## src/rtl/usart_tx_arbiter_if.sv

```systemverilog
// Requester-side and transmitter-side signals of the shared USART TX byte port.
// The arbiter connects through the slave modport; the requesters/transmitter side uses master.
interface usart_tx_arbiter_if #(
  parameter int NUM_REQ = 4
);
  logic [NUM_REQ*8-1:0]         req_data;
  logic [NUM_REQ-1:0]           req_valid;
  logic [NUM_REQ-1:0]           req_last;
  logic [NUM_REQ-1:0]           req_ready;
  logic [7:0]                   tx_data;
  logic                         tx_send;
  logic                         tx_busy;
  logic [NUM_REQ-1:0]           grant;
  logic [$clog2(NUM_REQ)-1:0]   grant_id;

  modport master (
    output req_data, req_valid, req_last, tx_busy,
    input  req_ready, tx_data, tx_send, grant, grant_id
  );

  modport slave (
    input  req_data, req_valid, req_last, tx_busy,
    output req_ready, tx_data, tx_send, grant, grant_id
  );
endinterface

```

## src/rtl/usart_tx_arbiter.sv

```systemverilog
// Round-robin arbiter sharing one USART transmitter among NUM_REQ byte streams,
// locking the owner until its last byte is sent or it stalls past LOCK_TIMEOUT.
module usart_tx_arbiter #(
  parameter int NUM_REQ      = 4,
  parameter int LOCK_TIMEOUT = 1024
) (
  input  logic                 comm_clock,
  input  logic                 reset,
  usart_tx_arbiter_if.slave    bus
);
  localparam int IDW = $clog2(NUM_REQ);
  localparam int TW  = (LOCK_TIMEOUT > 2) ? $clog2(LOCK_TIMEOUT) : 1;
  localparam logic [TW-1:0] TMO_MAX = TW'(LOCK_TIMEOUT - 1);

  typedef enum logic [1:0] {IDLE, SEND, WAIT_ACCEPT, WAIT_DONE} state_t;

  state_t               r_state, w_next;
  logic [IDW-1:0]       r_ptr, r_gid, w_sel, w_gid_inc;
  logic [NUM_REQ-1:0]   r_grant, w_ready_vec;
  logic [7:0]           r_tx_data;
  logic                 r_tx_send, r_last;
  logic [TW-1:0]        r_tmo;
  logic                 w_any, w_own_valid, w_ready, w_hs, w_release, w_tmo_inc;
  int                   j;

  assign w_own_valid = bus.req_valid[r_gid];
  assign w_ready     = (r_state == SEND) && !bus.tx_busy;
  assign w_hs        = w_ready && w_own_valid;
  assign w_gid_inc   = (r_gid == IDW'(NUM_REQ - 1)) ? '0 : r_gid + 1'b1;

  // Scan downward so the requester closest above the pointer is the last writer and wins.
  always_comb begin
    w_any = 1'b0;
    w_sel = '0;
    j     = 0;
    for (int i = NUM_REQ - 1; i >= 0; i--) begin
      j = int'(r_ptr) + i;
      if (j >= NUM_REQ) j = j - NUM_REQ;
      if (bus.req_valid[j]) begin
        w_any = 1'b1;
        w_sel = IDW'(j);
      end
    end
  end

  always_comb begin
    w_ready_vec = '0;
    if (w_ready) w_ready_vec[r_gid] = 1'b1;
  end

  always_ff @(posedge comm_clock or posedge reset) begin
    if (reset) r_state <= IDLE;
    else       r_state <= w_next;
  end

  always_comb begin
    w_next    = r_state;
    w_release = 1'b0;
    w_tmo_inc = 1'b0;
    case (r_state)
      IDLE:        if (w_any) w_next = SEND;
      SEND: begin
        if (w_hs) w_next = WAIT_ACCEPT;
        else if (!w_own_valid) begin
          if (r_tmo == TMO_MAX) begin
            w_release = 1'b1;
            w_next    = IDLE;
          end else begin
            w_tmo_inc = 1'b1;
          end
        end
      end
      WAIT_ACCEPT: if (bus.tx_busy) w_next = WAIT_DONE;
      WAIT_DONE: begin
        if (!bus.tx_busy) begin
          if (r_last) begin
            w_release = 1'b1;
            w_next    = IDLE;
          end else begin
            w_next    = SEND;
          end
        end
      end
      default:     w_next = IDLE;
    endcase
  end

  always_ff @(posedge comm_clock or posedge reset) begin
    if (reset) begin
      r_ptr     <= '0;
      r_gid     <= '0;
      r_grant   <= '0;
      r_tx_data <= '0;
      r_tx_send <= 1'b0;
      r_last    <= 1'b0;
      r_tmo     <= '0;
    end else begin
      r_tx_send <= w_hs;
      if (r_state == IDLE && w_any) begin
        r_grant <= NUM_REQ'(1) << w_sel;
        r_gid   <= w_sel;
      end
      if (w_release) begin
        r_grant <= '0;
        r_ptr   <= w_gid_inc;
        r_tmo   <= '0;
      end
      if (w_hs) begin
        r_tx_data <= bus.req_data[{r_gid, 3'b000} +: 8];
        r_last    <= bus.req_last[r_gid];
        r_tmo     <= '0;
      end
      if (w_tmo_inc) r_tmo <= r_tmo + 1'b1;
    end
  end

  assign bus.req_ready = w_ready_vec;
  assign bus.tx_data   = r_tx_data;
  assign bus.tx_send   = r_tx_send;
  assign bus.grant     = r_grant;
  assign bus.grant_id  = r_gid;
endmodule
```

## src/flat_wrapper.sv

```systemverilog
// flat-port wrapper written by rule: the top's interface ports become plain ports
module usart_tx_arbiter_flat 
#(
  parameter int NUM_REQ      = 4,
  parameter int LOCK_TIMEOUT = 1024
)
  (comm_clock, reset, bus_req_data, bus_req_valid, bus_req_last, bus_tx_busy, bus_req_ready, bus_tx_data, bus_tx_send, bus_grant, bus_grant_id);
  usart_tx_arbiter_if #(.NUM_REQ(NUM_REQ)) bus_i ();
  input  logic comm_clock;
  input  logic reset;
  input wire logic [$bits(bus_i.req_data)-1:0] bus_req_data;
  input wire logic [$bits(bus_i.req_valid)-1:0] bus_req_valid;
  input wire logic [$bits(bus_i.req_last)-1:0] bus_req_last;
  input wire logic [$bits(bus_i.tx_busy)-1:0] bus_tx_busy;
  output wire logic [$bits(bus_i.req_ready)-1:0] bus_req_ready;
  output wire logic [$bits(bus_i.tx_data)-1:0] bus_tx_data;
  output wire logic [$bits(bus_i.tx_send)-1:0] bus_tx_send;
  output wire logic [$bits(bus_i.grant)-1:0] bus_grant;
  output wire logic [$bits(bus_i.grant_id)-1:0] bus_grant_id;
  assign bus_i.req_data = bus_req_data;
  assign bus_i.req_valid = bus_req_valid;
  assign bus_i.req_last = bus_req_last;
  assign bus_i.tx_busy = bus_tx_busy;
  assign bus_req_ready = bus_i.req_ready;
  assign bus_tx_data = bus_i.tx_data;
  assign bus_tx_send = bus_i.tx_send;
  assign bus_grant = bus_i.grant;
  assign bus_grant_id = bus_i.grant_id;
  usart_tx_arbiter #(.NUM_REQ(NUM_REQ), .LOCK_TIMEOUT(LOCK_TIMEOUT)) u_core (.comm_clock(comm_clock), .reset(reset), .bus(bus_i));
endmodule
```

## config.mk

```make
export PLATFORM = sky130hd
export DESIGN_NAME = usart_tx_arbiter_flat
export DESIGN_NICKNAME = d
export VERILOG_FILES = /design/src/rtl/usart_tx_arbiter_if.sv /design/src/rtl/usart_tx_arbiter.sv /design/src/flat_wrapper.sv
export SDC_FILE = /design/constraint.sdc
export NUM_CORES = 1
export LEC_CHECK = 0
export BUFFER_PORTS_ARGS = -buffer_cell sky130_fd_sc_hd__clkbuf_2
export CELL_PAD_IN_SITES_DETAIL_PLACEMENT = 1
export CELL_PAD_IN_SITES_GLOBAL_PLACEMENT = 1
export CORE_ASPECT_RATIO = 0.8
export CORE_UTILIZATION = 35
export DETAILED_ROUTE_END_ITERATION = 8
export HOLD_SLACK_MARGIN = 0.15
export PLACE_DENSITY = 0.83
export SETUP_SLACK_MARGIN = 0.4
export SYNTH_ARGS = -nofsm -noshare
export SYNTH_HDL_FRONTEND = slang
export SYNTH_SLANG_ARGS = --single-unit
```

## constraint.sdc

```tcl
create_clock -name comm_clock -period 2.06 [get_ports comm_clock]
set_input_delay 0.206 -clock comm_clock [delete_from_list [all_inputs] [get_ports comm_clock]]
set_output_delay 0.206 -clock comm_clock [all_outputs]
set_load 0.03 [all_outputs]
```

Word-level counts from Yosys, hierarchy flattened
Index checks and enable logic that the tools add are counted.

Add/sub/neg operators: 9. $lt $le $gt $ge: 10. Eq/ne operators: 10. Shift-type cells: 2. Muxes and demuxes: 55. Reduce and logical (&&, ||, !) cells: 9.

Operator list (count): $lt 32x4->1 const B (4); $mux 32 (4); $ge 32x4->1 const B (3); $sub 32x4->32 const B (3); $shiftx 32x6->8 (1); $mux 10 (3); $mux 1 (25); $mux 2 (11); $bmux 1 s2 (6); $mux 4 (3); $add 10x1->10 const B (1); $eq 10x10->1 const B (1); $pmux 2 s4 (1); $add 2x2->3 const B (2); $eq 2x2->1 const B (3); $reduce_and 5->1 (1); $logic_and 1x1->1 (4); $ne 2x2->1 const B (2); $shl 1x2->4 const A (1); $sub 2x3->4 const B (1); $add 2x1->3 const B (1); $ge 2x3->1 const B (1); $lt 2x3->1 const B (1); $ne 3x2->1 const B (1); 11 further kinds (11).

Bits in registers: 30. Input port bits: 43. Output and inout port bits: 19. Logic and storage cells: 103.

Longest topological paths before layout
Depth after elaboration: 13. Mapped depth: 7. Mapped depth without buffers: 6.

Worst setup path after synthesis
Ideal clock, no wire load.

Path kind: reg-to-reg. From: register u_core.r_gid[0], in the netlist u_core.bus.grant_id[0]. To: register u_core.r_state[0]. Data arrival time: 1.860 ns. Data required time: 1.932 ns. Path slack: 0.072 ns. Stages on the path, launching flop included: 6. Buffers on the path: 0. Clock period less this slack: 1.988 ns. Cells stage by stage: dfrtp_1 > mux2i_1 > mux2i_1 > and3_1 > a311oi_2 > mux2_1.

Cells in the longest elaborated chain, start to end: 5.

RTL lines: from (decl) (RTL line usart_tx_arbiter.sv:18) `logic [IDW-1:0] r_ptr, r_gid, w_sel, w_gid_inc;`; from (signal assigned) (RTL line usart_tx_arbiter.sv:101) `r_gid <= w_sel;`; $bmux 1 s2 * (RTL line usart_tx_arbiter.sv:26) `assign w_own_valid = bus.req_valid[r_gid];`; $mux 1 (implied by the code) * (RTL line usart_tx_arbiter.sv:26); $logic_and 1x1->1 (RTL line usart_tx_arbiter.sv:28) `assign w_hs = w_ready && w_own_valid;`; $ne 3x3->1 (no line), or another cell as far along; $reduce_and 5->1 (no line) or $pmux 2 s4 (tied branches); to (signal assigned) (RTL line usart_tx_arbiter.sv:53) `else r_state <= w_next;`; to (decl) (RTL line usart_tx_arbiter.sv:17) `state_t r_state, w_next;`.

Mark *: on every way between the ends. The rest lies on a longest branch, timed or not. The select of a mux whose other input is x is not followed. A chain may end at the register's enable or synchronous reset.

==> metrics.cfg <==
[detailed_routing]
routed_via_density = 5.51
drt-initial-drc-count = 103
drtAntennaViolNets = 0
drc = 0
drtPass1Iterations = 4
routed-via-count = 1753
wirelength_mm = 6.62
wl_per_cell_um = 20.8

[critical_path]
worstSetupPathType = flip-flop to flip-flop
r2r_end = u_core.r_state[0]$_DFFE_PP0P_
worst_path_max_delay_cell = dfrtp_2
setup.worst_path.start_class = flip-flop
critPathMaxFanout = 7
r2r_slack_ns = 0.23
max_stage_delay_ns = 0.45
crit_family = compound AO/OA/AOI/OAI gates
end_kind = flip-flop
worst-path-stages = 5
rr_worst_depth = 5
path_buf_inv = 0
crit_required_ns = 2.22
cp.arrival_ns = 1.99
path_cells = and3b_1 -> a22oi_4 -> a31oi_4 -> a311oi_2 -> mux2_4

[hold_path]
hold_end = u_core.bus.tx_data[2]$_DFFE_PP0P_
min_from = bus_req_data[2]
hp-class = input pin to flip-flop
min_path_cells = 3

[cts]
clk_latency_ns = 0.28
clockBufferDepth = 2
path_clk_slew_ns = 0.07
cts_tree = built
numCtsBuffers = 5
htree_num_levels = 2
clockRootBuffer = clkbuf_8
cts.sinks = 30

[logic_synthesis]
yosysWarnings = 0
synthFlopType = dfrtp_1
ys_seq_area_share_pct = 41.4
synth_edf_count = 0
synth_top_area_share_pct = 41.4
synth_commonest_cells = dfrtp_1, nand2_1, mux2_2
yosys-top-cells-area = dfrtp_1, mux4_2, mux2_2, ha_1, nand2_1
yosys.area.top_type = dfrtp_1
syn_nets = 210
synth-seq-cells = 30
async_flop_share_pct = 100
syn_area_um2 = 1810
syn_area_per_cell_um2 = 11.2
syn_inst = 162
ys_types = 37
synth.most_common_cell = dfrtp_1

[placed_design]
portBuffers = 61
placed_cells = 283
dp_hpwl_mm = 3.73
gp_congestion = 0.781

[layout]
final_util_pct = 53.8
nets = 303
layout-drive-gt1-share_pct = 59.4
seq_area_um2 = 758
antenna_cells = 0
multi_input_area_um2 = 1140
syn_to_final_growth_pct = 48.7
fillers = 564
fin_cells = 318

[global_route]
grt_pass1_wl_mm = 9.69
grt_remaining_overflow = 0
grt_use_total_pct = 24.7
grt_max_degree = 31
grt_pass1_vias = 1882
antenna_found_initial = 0

[job]
drv_cap = 0

[sta]
rsz0062_at_grt = true
timing.slew.headroom_pct = 47.3
tightest_slew_ns = 0.783
fin_crit_ns = 1.83
tns_ns = 0
whs_ns = 0.381
timing.fmax_mhz = 547
clock_skew_ns = 0.0102
drv_slew = 0
hold_viol_final = 0
period_share_pct = 88.8
finalSetupViolCount = 0

[power_and_ir_drop]
internal_power_uw = 2150
seqPwrFrac_pct = 26.7
power_switching_uw = 1630
power_density_nw_per_um2 = 1410
pwr-share-comb_pct = 61.1
leakage_uw = 0.00125
power_frac_clock_pct = 12.2
peakVddDrop_uv = 718
p_sw_share_pct = 43.2

[die]
die_h_um = 66.4
io_pins = 62
rows = 23
die_w_um = 82.5
start_util_pct = 36.2
fp.coreArea_um2 = 5010
die_area_um2 = 5470

[status]
status = complete, no violations

-- cell type report --
class	count	area share, %
multi-input combinational	119	42.3
sequential	30	28.1
timing repair buffer	93	22.7
inverter	6	1.02
clock buffer	8	2.97
tap	62	2.88
-- logic make-up (layout without fill, tap and decap cells) --
group	count (synthesis)	count (layout)	share of synthesized area [%]
flip-flops	30	30	41.4
AO/OA/AOI/OAI	33	33	13.7
multiplexers	26	26	21.5
AND/OR/NAND/NOR	53	53	15.3
adder cells (fa/ha/maj)	5	5	3.45
XOR/XNOR	2	2	0.966
buffers and inverters	13	107	3.80
-- per-stage QoR --
stage | cell area [µm²] | setup slack (ns) | total power (µW)
global route | 2700 | 0.181 | 3990
CTS | 2550 | 0.285 | 3430
finish | 2700 | 0.231 | 3790
detailed placement | 2210 | 0.157 | 2610
floorplan | 1850 | 0.274 | 2190
global placement | 2210 | 0.196 | 2500
-- repair_timing --
| action | 4_1_cts | 5_1_grt |
|---|---|---|
| pin swaps | 4 | 6 |
| resized for setup | 34 | 25 |
| cloned | 1 | 0 |
| setup endpoints to repair | 30 | 26 |
| hold buffers | 1 | 0 |
| buffers inserted | 13 | 12 |
| hold endpoints to repair | 30 | 0 |
-- how the worst max path moves through the flow --
stage,slack [ns],endpoint,startpoint
6_report,0.23,u_core.r_state[0]$_DFFE_PP0P_,flip-flop
5_1_grt,0.18,u_core.r_state[0]$_DFFE_PP0P_,flip-flop
4_1_cts,0.29,u_core.r_state[0]$_DFFE_PP0P_,u_core.r_tmo[1]$_DFFE_PP0P_
3_5_place_dp,0.16,u_core.r_state[0]$_DFFE_PP0P_,flip-flop
3_3_place_gp,0.20,u_core.r_state[0]$_DFFE_PP0P_,flip-flop
2_1_floorplan,0.27,u_core.r_state[0]$_DFFE_PP0P_,u_core.bus.grant_id[1]$_DFFE_PP0P_
-- placed cells by master (no fill, tap or decap), types with 4 or more instances in the layout --
cell,instances
clkbuf_2,57
buf_4,25
dfrtp_1,24
nand2_1,14
mux2_2,10
mux4_2,9
a21oi_1,8
nor2_1,8
buf_6,7
o21ai_0,6
dfrtp_2,6
clkbuf_8,6
nand3_1,5
inv_1,4
a22o_1,4
-- registers in the layout, indices dropped and copies added, names as in the netlist, named ones only --
signal and cells:
u_core.r_tmo 10, u_core.bus.grant 4, u_core.r_state 1, u_core.r_ptr 2, u_core.r_last 1, u_core.bus.tx_send 1, u_core.bus.grant_id 2, u_core.bus.tx_data 8
-- routing by layer --
metal | global-route usage [%] | part of all wire (%)
met5 | 0 | 0
met4 | 10.3 | 3.0
met3 | 6.21 | 5.0
met2 | 42.3 | 53
met1 | 29.2 | 39
-- tightest hold or removal path, delay by kind of cell --
kind	cells	cell delay [ns]
buffers and inverters	1	0.08
muxes	2	0.35
-- power groups by stage --
| stage | registers, µW | logic [µW] | clock network [µW] |
|---|---|---|---|
| 4_1_cts | 998 | 1960 | 468 |
| 5_1_grt | 1040 | 2460 | 495 |
| 6_report | 1010 | 2310 | 462 |
| 3_5_place_dp | 991 | 1610 | 0 |
| 2_1_floorplan | 1190 | 1000 | 0 |
| 3_3_place_gp | 970 | 1530 | 0 |
No activity file was read; power rests on OpenSTA's default activity.
